===== config.mk =====
export PLATFORM = sky130hd
export DESIGN_NAME = pulse_gen_monitor_flat
export DESIGN_NICKNAME = d
export VERILOG_FILES = /design/src/rtl/pulse_gen_monitor_if.sv /design/src/rtl/pulse_gen_monitor.sv /design/src/flat_wrapper.sv
export SDC_FILE = /design/constraint.sdc
export NUM_CORES = 1
export LEC_CHECK = 0
export ABC_AREA = 1
export CAP_MARGIN = 20
export CELL_PAD_IN_SITES_DETAIL_PLACEMENT = 1
export CELL_PAD_IN_SITES_GLOBAL_PLACEMENT = 2
export CORE_MARGIN = 2
export CORE_UTILIZATION = 32
export DETAILED_ROUTE_END_ITERATION = 7
export HOLD_SLACK_MARGIN = 0.02
export PLACE_DENSITY_LB_ADDON = 0.1
export SKIP_LAST_GASP = 1
export SLEW_MARGIN = 10
export SYNTH_ARGS = -nofsm -noshare
export SYNTH_HDL_FRONTEND = slang
export SYNTH_SLANG_ARGS = --single-unit
export TNS_END_PERCENT = 100

===== constraint.sdc =====
create_clock -name clk -period 3.2 [get_ports clk]
set_input_delay 0.32 -clock clk [delete_from_list [all_inputs] [get_ports clk]]
set_output_delay 0.32 -clock clk [all_outputs]
set_load 0.02 [all_outputs]

===== src/rtl/pulse_gen_monitor_if.sv =====
// Bundles the pulse monitor's control inputs and measurement outputs.
// master: the side that drives the pulse and controls; slave: the monitor.
interface pulse_gen_monitor_if #(
  parameter int CNT_W = 16
);
  logic             enable;
  logic             pulse_in;
  logic             clear_errs;
  logic [CNT_W-1:0] high_cycles;
  logic [CNT_W-1:0] low_cycles;
  logic             period_valid;
  logic [CNT_W-1:0] pulse_count;
  logic             high_err;
  logic             low_err;
  logic             timeout;

  modport master (
    output enable, pulse_in, clear_errs,
    input  high_cycles, low_cycles, period_valid, pulse_count,
    input  high_err, low_err, timeout
  );

  modport slave (
    input  enable, pulse_in, clear_errs,
    output high_cycles, low_cycles, period_valid, pulse_count,
    output high_err, low_err, timeout
  );
endinterface


===== src/rtl/pulse_gen_monitor.sv =====
// Measures high/low durations of an asynchronous pulse, counts periods and
// flags out-of-tolerance durations or a stalled pulse with sticky errors.
module pulse_gen_monitor #(
  parameter int CNT_W       = 16,
  parameter int EXP_HIGH    = 10,
  parameter int EXP_LOW     = 10,
  parameter int TOL         = 1,
  parameter int TIMEOUT_CYC = 1000
) (
  input  logic                 clk,
  input  logic                 reset,
  pulse_gen_monitor_if.slave   mon,
  output logic [1:0]           dbg_state
);

  typedef enum logic [1:0] {
    IDLE = 2'd0,
    HIGH = 2'd1,
    LOW  = 2'd2
  } state_t;

  // Tolerance window in CNT_W+1 bits; lower bound clamped at zero.
  localparam logic [CNT_W:0] HI_MIN = (CNT_W+1)'(EXP_HIGH > TOL ? EXP_HIGH - TOL : 0);
  localparam logic [CNT_W:0] HI_MAX = (CNT_W+1)'(EXP_HIGH + TOL);
  localparam logic [CNT_W:0] LO_MIN = (CNT_W+1)'(EXP_LOW > TOL ? EXP_LOW - TOL : 0);
  localparam logic [CNT_W:0] LO_MAX = (CNT_W+1)'(EXP_LOW + TOL);
  localparam logic [CNT_W-1:0] TO_LIM  = CNT_W'(TIMEOUT_CYC);
  localparam logic [CNT_W-1:0] CNT_ONE = CNT_W'(1);
  localparam logic [CNT_W-1:0] CNT_MAX = '1;

  state_t           state_q, state_n;
  logic             sync1_q, sync2_q, sync_d_q;
  logic [1:0]       warm_q;
  logic [CNT_W-1:0] cnt_q, cnt_n, cnt_inc;
  logic [CNT_W-1:0] high_q, high_n, low_q, low_n, count_q, count_n;
  logic             valid_q, valid_n;
  logic             herr_q, herr_n, lerr_q, lerr_n, to_q, to_n;
  logic             herr_set, lerr_set, to_set;
  logic             edge_ok, rise, fall;
  logic [CNT_W:0]   cnt_ext;

  // Edges are ignored until the synchroniser and edge register hold real
  // samples, so a pulse already high when reset drops is not a rise.
  assign edge_ok = (warm_q == 2'd3);
  assign rise    = edge_ok &  sync2_q & ~sync_d_q;
  assign fall    = edge_ok & ~sync2_q &  sync_d_q;
  assign cnt_ext = {1'b0, cnt_q};
  assign cnt_inc = (cnt_q == CNT_MAX) ? cnt_q : cnt_q + CNT_ONE;

  always_ff @(posedge clk) begin
    if (reset) begin
      sync1_q  <= 1'b0;
      sync2_q  <= 1'b0;
      sync_d_q <= 1'b0;
      warm_q   <= 2'd0;
      state_q  <= IDLE;
      cnt_q    <= '0;
      high_q   <= '0;
      low_q    <= '0;
      count_q  <= '0;
      valid_q  <= 1'b0;
      herr_q   <= 1'b0;
      lerr_q   <= 1'b0;
      to_q     <= 1'b0;
    end else begin
      sync1_q  <= mon.pulse_in;
      sync2_q  <= sync1_q;
      sync_d_q <= sync2_q;
      if (warm_q != 2'd3) warm_q <= warm_q + 2'd1;
      state_q  <= state_n;
      cnt_q    <= cnt_n;
      high_q   <= high_n;
      low_q    <= low_n;
      count_q  <= count_n;
      valid_q  <= valid_n;
      herr_q   <= herr_n;
      lerr_q   <= lerr_n;
      to_q     <= to_n;
    end
  end

  always_comb begin
    state_n  = state_q;
    cnt_n    = cnt_inc;
    high_n   = high_q;
    low_n    = low_q;
    count_n  = count_q;
    valid_n  = 1'b0;
    herr_set = 1'b0;
    lerr_set = 1'b0;
    to_set   = 1'b0;
    if (!mon.enable) begin
      state_n = IDLE;
      cnt_n   = '0;
    end else begin
      case (state_q)
        IDLE: begin
          cnt_n = '0;
          if (rise) begin
            state_n = HIGH;
            cnt_n   = CNT_ONE;
          end
        end
        HIGH: begin
          if (fall) begin
            high_n   = cnt_q;
            herr_set = (cnt_ext < HI_MIN) || (cnt_ext > HI_MAX);
            state_n  = LOW;
            cnt_n    = CNT_ONE;
          end else if (cnt_q >= TO_LIM) begin
            to_set  = 1'b1;
            state_n = IDLE;
            cnt_n   = '0;
          end
        end
        LOW: begin
          if (rise) begin
            low_n    = cnt_q;
            lerr_set = (cnt_ext < LO_MIN) || (cnt_ext > LO_MAX);
            count_n  = count_q + CNT_ONE;
            valid_n  = 1'b1;
            state_n  = HIGH;
            cnt_n    = CNT_ONE;
          end else if (cnt_q >= TO_LIM) begin
            to_set  = 1'b1;
            state_n = IDLE;
            cnt_n   = '0;
          end
        end
        default: begin
          state_n = IDLE;
          cnt_n   = '0;
        end
      endcase
    end
    // A detection in the same cycle as clear_errs wins.
    herr_n = herr_set | (herr_q & ~mon.clear_errs);
    lerr_n = lerr_set | (lerr_q & ~mon.clear_errs);
    to_n   = to_set   | (to_q   & ~mon.clear_errs);
  end

  // period_valid is a one-cycle strobe with no ready: a consumer samples
  // high_cycles/low_cycles/pulse_count in the cycle it is high.
  assign mon.high_cycles  = high_q;
  assign mon.low_cycles   = low_q;
  assign mon.period_valid = valid_q;
  assign mon.pulse_count  = count_q;
  assign mon.high_err     = herr_q;
  assign mon.low_err      = lerr_q;
  assign mon.timeout      = to_q;
  assign dbg_state        = state_q;

endmodule


===== src/flat_wrapper.sv =====
// flat-port wrapper written by rule: the top's interface ports become plain ports
module pulse_gen_monitor_flat 
#(
  parameter int CNT_W       = 16,
  parameter int EXP_HIGH    = 10,
  parameter int EXP_LOW     = 10,
  parameter int TOL         = 1,
  parameter int TIMEOUT_CYC = 1000
)
  (clk, reset, dbg_state, mon_enable, mon_pulse_in, mon_clear_errs, mon_high_cycles, mon_low_cycles, mon_period_valid, mon_pulse_count, mon_high_err, mon_low_err, mon_timeout);
  pulse_gen_monitor_if #(.CNT_W(CNT_W)) mon_i ();
  input  logic clk;
  input  logic reset;
  output logic [1:0] dbg_state;
  input wire logic [$bits(mon_i.enable)-1:0] mon_enable;
  input wire logic [$bits(mon_i.pulse_in)-1:0] mon_pulse_in;
  input wire logic [$bits(mon_i.clear_errs)-1:0] mon_clear_errs;
  output wire logic [$bits(mon_i.high_cycles)-1:0] mon_high_cycles;
  output wire logic [$bits(mon_i.low_cycles)-1:0] mon_low_cycles;
  output wire logic [$bits(mon_i.period_valid)-1:0] mon_period_valid;
  output wire logic [$bits(mon_i.pulse_count)-1:0] mon_pulse_count;
  output wire logic [$bits(mon_i.high_err)-1:0] mon_high_err;
  output wire logic [$bits(mon_i.low_err)-1:0] mon_low_err;
  output wire logic [$bits(mon_i.timeout)-1:0] mon_timeout;
  assign mon_i.enable = mon_enable;
  assign mon_i.pulse_in = mon_pulse_in;
  assign mon_i.clear_errs = mon_clear_errs;
  assign mon_high_cycles = mon_i.high_cycles;
  assign mon_low_cycles = mon_i.low_cycles;
  assign mon_period_valid = mon_i.period_valid;
  assign mon_pulse_count = mon_i.pulse_count;
  assign mon_high_err = mon_i.high_err;
  assign mon_low_err = mon_i.low_err;
  assign mon_timeout = mon_i.timeout;
  pulse_gen_monitor #(.CNT_W(CNT_W), .EXP_HIGH(EXP_HIGH), .EXP_LOW(EXP_LOW), .TOL(TOL), .TIMEOUT_CYC(TIMEOUT_CYC)) u_core (.clk(clk), .reset(reset), .mon(mon_i), .dbg_state(dbg_state));
endmodule

==> impl_metrics.toml, run 1 <==
[outcome]
status = "completed"

[sta]
slew_viol_final = 0
fmax_ghz = 0.481
tns_ns = 0
hold_viol = 0
max-slew-margin-rel_pct = 60.5
min_period_ns = 2.08
finalSetupViolations = 0
finClkSkew_ns = 0.00695
fin_crit_sh_pct = 65.0
worst_pin_slew_ns = 0.591
rsz0062_at_grt = "no"

[clock_tree]
cts.path.max_buffers = 2
insertion_delay_ns = 0.35
cts_sinks = 75
path_clk_slew_ns = 0.08
cts_setup_buffers = 0
cts_tree = "yes"
htree_levels = 3
cts_hold_buf = 0
cts_resized = 0
cts_buffers = 9
cts_root_buffer = "clkbuf_8"

[route]
drc_errors = 0
routed_via_density = 4.68
antenna_left = 0
drtPass1Iterations = 4
vias = 3040
drt_iter0_markers = 76
drt-total-wl_um = 8930
wire_per_inst_um = 13.8

[critical_path]
cp.required_ns = 3.45
crit_type = "reg2reg"
crit_top_cell = "nand2_1"
cp_data_arrival_time_ns = 2.33
end_kind = "register"
worst_path_max_delay_cell = "nor2_8"
cp_max_fo = 36
worstSetupStartpointType = "register"
worstPathCellList = "inv_1 -> ha_1 -> nand2_1 -> nor2_8 -> inv_2 -> nor2_2 -> nand4_1 -> nand2_1 -> a21oi_1"
slowest_delay_ns = 0.43

[yosys]
synth.yosys.seq_area_share_pct = 44.8
yosysUniqueCellTypes = 38
synthAdderAreaFrac_pct = 2.99
synthXorXnorAreaFrac_pct = 0.262
yosysWarnings = 0
synthMuxAreaShare_pct = 0
synth-seq-cells = 75
synth_top_family_by_area = "simple AND/OR/NAND/NOR gates"
avgSynthCellArea_um2 = 7.56
syn_area_um2 = 3350
synthSimpleGateAreaFrac_pct = 27.8
synth_compound_area_share_pct = 15.7
synth_top_cell_area_share_pct = 44.8
synth_largest_area_cell = "dfxtp_1"
ys_top_cells_by_area = "dfxtp_1 (45%), nand2_1 (7.8%), nor2_1 (7.5%)"
synthCells = 443

[global_route]
grt_start_max_net_pins = 37
grt_overflow = 0
grt_pass1_wl_um = 15200
grt_use_total_pct = 16.8
antenna_found_initial = 0
grt_pass1_vias = 3036

[power]
p_leak_nw = 1.59
ir_drop_mv = 0.149
powerDensity_nw_per_um2 = 397

[layout]
final_cell_area_um2 = 4260
drive_gt1_share_pct = 10.3
num-nets-final = 521
area.growth.synth_to_final_pct = 27.2
antenna_cells = 0

[die]
start_util_pct = 32.7
dieHeight_um = 106
core_area_um2 = 10200
io-pin-count = 59
die-area_um2 = 11300
row_count = 37
die_w_um = 106

[worst_hold_path]
hp-class = "reg2reg"

[place]
routabilityCongestion = 0.752
port_buffers = 58
post_dp_cell_area_um2 = 4070
dpl.hpwl_um = 6650

[flow_run]
max_cap_viol_count = 0
## Yosys cell counts, drive strengths merged
cell type	n
nor2	78
nand2	77
dfxtp	75
inv	58
o21ai	46
a21oi	43
nand3	19
nand4	9
ha	8
nor3	8
buf	7
clkbuf	4
o21bai	3
o21a	2
or2	2
a211oi	1
conb	1
nand3b	1
xnor2	1
## critical path, delay by kind of cell (launching register included)
kind,cells,cell delay (ns)
AOI/OAI and AO/OA,1,0.04
and+or+nand+nor,5,0.98
buffers and inverters,2,0.35
DFF,1,0.37
adders and majority gates,1,0.22
## power by group
| part | leakage (nW) | switching [mW] | total, mW | internal [mW] |
|---|---|---|---|---|
| registers | 0.607 | 0.00834 | 0.951 | 0.943 |
| logic | 0.891 | 0.0294 | 0.0458 | 0.0164 |
| clock network | 0.0908 | 0.383 | 0.694 | 0.311 |
| total | 1.59 | 0.421 | 1.69 | 1.27 |
## state kept, by name, indices dropped and copies added, names as in the netlist, 2 cells and up
register and count:
u_core.mon.low_cycles 16, u_core.warm_q 2, u_core.mon.pulse_count 16, u_core.dbg_state 2, u_core.mon.high_cycles 16, u_core.cnt_q 16
## logic make-up (layout without fill, tap and decap cells)
logic type / count (synthesis) / after routing
xor+xnor: 1 / 1
simple gates: 194 / 194
fa+ha+maj: 8 / 8
flops: 75 / 75
buf+inv: 69 / 134
compound gates: 95 / 95
other cells: 1 / 6
## layer usage
metal  up-vias  track usage [%]  wire length [um]
li1       1548                -                 -
met1      1440             22.4              4380
met2        41             27.5              4150
met3        11             2.58               257
met4         0             6.20               142
met5         -                0                 0
## placed cells by master (no fill, tap or decap), drive strengths merged, types with 2 or more instances in the layout
| cell type | count |
|---|---|
| nand4 | 9 |
| buf | 2 |
| a21oi | 43 |
| inv | 60 |
| nor2 | 78 |
| clkbuf | 10 |
| clkinvlp | 2 |
| conb | 6 |
| clkinv | 2 |
| clkdlybuf4s50 | 58 |
| or2 | 2 |
| ha | 8 |
| nand2 | 77 |
| o21a | 2 |
| o21ai | 46 |
| o21bai | 3 |
| dfxtp | 75 |
| nor3 | 8 |
| nand3 | 19 |
## worst paths after layout
path	startpoint	endpoint	slack (ns)	cells after the start
hold / removal	u_core.sync1_q	u_core.sync2_q	0.41	2
setup reg to reg	u_core.dbg_state[0]	u_core.mon.pulse_count[10]	1.12	9
setup / recovery	u_core.dbg_state[0]	u_core.mon.pulse_count[10]	1.12	9
hold reg to reg	u_core.sync1_q	u_core.sync2_q	0.41	2
## area by class of cell
type                       count  area, um2
inverter                      58        220
timing repair buffer          60        596
multi-input combinational    304       1590
sequential                    75       1500
clock buffer                  10        138
clock inverter                 6       48.8
tap                          136        170
fill                        1274       5970
## stage by stage
step | cells | hold WS (ns) | util, % | worst slack, ns | total power [mW]
floorplan | 448 | 0.388 | - | 1.59 | 1.00
global placement | 633 | 0.401 | 39.8 | 0.981 | 1.02
detailed placement | 633 | 0.399 | 39.8 | 0.951 | 1.02
CTS | 649 | 0.416 | 41.6 | 1.09 | 1.72
global route | 649 | 0.428 | 41.6 | 0.851 | 1.77
finish | 649 | 0.413 | 41.6 | 1.12 | 1.69
(Power assumes the default switching activity.)
==> inputs of run 2 (changes only) <==
--- a/config.mk
+++ b/config.mk
@@ -10,7 +10,7 @@
 export CELL_PAD_IN_SITES_DETAIL_PLACEMENT = 1
 export CELL_PAD_IN_SITES_GLOBAL_PLACEMENT = 2
 export CORE_MARGIN = 2
-export CORE_UTILIZATION = 32
+export CORE_UTILIZATION = 30
 export DETAILED_ROUTE_END_ITERATION = 7
 export HOLD_SLACK_MARGIN = 0.02
 export PLACE_DENSITY_LB_ADDON = 0.1
==> constraint.sdc (replaced) <==
create_clock -name clk -period 1.99 [get_ports clk]
set_input_delay 0.199 -clock clk [delete_from_list [all_inputs] [get_ports clk]]
set_output_delay 0.199 -clock clk [all_outputs]
set_load 0.02 [all_outputs]
==> run 2 against run 1 <==
  * Combinational power is 72% higher
  * Clock-buffer cell count decreased by 1
  * Final cell count rose by 1.4%
  * Global-route usage down 0.64 points
  * First-iteration DRC count is 11% lower
  * Largest cell class unchanged
  * Largest power group unchanged
==> impl_metrics.toml, run 2 (synthesized netlist as in run 1, its figures left out) <==
[outcome]
status = "completed"

[layout]
multi_input_area_um2 = 1590
num-nets-final = 526
drive_gt1_share_pct = 11.2
antenna_cells = 0
nFillCells = 1380
finish.utilization_pct = 39.8
layout_common_cells = "dfxtp_1 (75), nand2_1 (70), nor2_1 (67)"
area.growth.synth_to_final_pct = 29.5
seqCellArea_um2 = 1500
final_common_cell = "dfxtp_1"

[sta]
fmax_ghz = 0.555
tns_ns = 0
rsz0062_at_grt = "no"
finalSetupViolations = 0
hold_viol = 0
slew_viol_final = 0
fin_crit_sh_pct = 90.6
finClkSkew_ns = 0.0104
min_period_ns = 1.80

[global_route]
grt_pass1_vias = 2988
grt_start_max_net_pins = 41
grt_use_total_pct = 16.2
grt_pass1_wl_um = 15000
antenna_found_initial = 0
grt_overflow = 0

[critical_path]
critPathBufInv = 2
worstPathCellList = "inv_1 -> ha_1 -> nand2_1 -> nor2_8 -> inv_2 -> nor2_2 -> nand4_1 -> nand2_1 -> a21oi_1"
r2r-end = "u_core.mon.pulse_count[10]"
crit_type = "reg2reg"
cp.required_ns = 2.24
cp_max_fo = 17
r2r-start = "u_core.dbg_state[0]"
crit_top_cell = "nand2_1"
end_kind = "register"
r2r_cells = 9
worst_path_max_delay_cell = "dfxtp_1"
slowest_delay_ns = 0.37
cp_top_family = "simple AND/OR/NAND/NOR gates"
rrSetupSlack_ns = 0.19
worstSetupStartpointType = "register"
cp_data_arrival_time_ns = 2.06
crit_cells = 9

[die]
dieHeight_um = 110
io-pin-count = 59
die-area_um2 = 12000
die_w_um = 110
start_util_pct = 30.8
core_area_um2 = 10900
row_count = 38

[route]
wl_met1_um = 4620
wire_per_inst_um = 13.7
vias = 3016
routed_via_density = 4.58
drtPass1Iterations = 4
drc_errors = 0
drt-total-wl_um = 9000
drt_iter0_markers = 68
wl_met2_um = 4020
antenna_left = 0
wl_met3_um = 202
highest_layer = "met4"

[place]
port_buffers = 58
routabilityCongestion = 0.787
dpl.hpwl_um = 6870

[clock_tree]
cts_sinks = 75
insertion_delay_ns = 0.35
cts_buffers = 9
path_clk_slew_ns = 0.09
cts.path.max_buffers = 2
cts_hold_buf = 0
cts_setup_buffers = 0
cts_resized = 0
htree_levels = 3
cts_tree = "yes"
cts_root_buffer = "clkbuf_8"

[worst_hold_path]
hold_end = "u_core.sync1_q"
holdPathStages = 3
hp-class = "in2reg"
holdCritStartpoint = "mon_pulse_in"

[power]
finalPower_mw = 2.86
powerDensity_nw_per_um2 = 659
p_leak_nw = 1.64
ir_drop_mv = 0.423

[flow_run]
max_cap_viol_count = 0
-- run 2: worst max path at each step --
stage	from	end	slack, ns
after global placement	mon_enable	u_core.mon.pulse_count[10]	0.17
after CTS	u_core.dbg_state[0]	u_core.mon.pulse_count[10]	0.17
after global routing	u_core.dbg_state[0]	u_core.mon.pulse_count[10]	0.009
final	u_core.dbg_state[0]	u_core.mon.pulse_count[10]	0.19
after detailed placement	mon_enable	u_core.mon.pulse_count[10]	0.16
after floorplan	u_core.dbg_state[0]	u_core.mon.pulse_count[15]	0.38
-- run 2: cell type report --
cell class,count,share of cell area (%)
Timing Repair Buffer,65,14.9
Multi-Input combinational cell,304,36.6
Inverter,58,5.08
Tap cell,140,4.04
Clock buffer,9,2.86
Clock inverter,7,1.93
Sequential cell,75,34.6
-- run 2: worst reg2reg max path, delay by kind of cell (launching register included) --
family	cells	cell delay, ns
buffers and inverters	2	0.28
and+or+nand+nor	5	0.80
adders and majority gates	1	0.22
DFF	1	0.37
AOI/OAI and AO/OA	1	0.04
-- run 2: power breakdown --
| part | internal (mW) | total, mW | switching, mW |
|---|---|---|---|
| Clock | 0.606 | 1.25 | 0.644 |
| Sequential | 1.52 | 1.53 | 0.0133 |
| Combinational | 0.0294 | 0.0786 | 0.0492 |
-- run 2: per-layer routing --
metal	up-vias	global-route usage [%]
met5	-	0
met4	0	6.24
met3	14	2.61
met2	43	24.8
li1	1557	-
met1	1402	22.8
-- run 2: stage by stage --
stage / worst slack, ns / hold WS [ns] / std cells / area [um2]
3_5_place_dp: 0.159 / 0.399 / 642 / 4130
6_report: 0.187 / 0.378 / 658 / 4340
3_3_place_gp: 0.170 / 0.399 / 642 / 4130
5_1_grt: 0.00855 / 0.370 / 658 / 4340
2_1_floorplan: 0.376 / 0.291 / 448 / 3370
4_1_cts: 0.169 / 0.366 / 658 / 4340
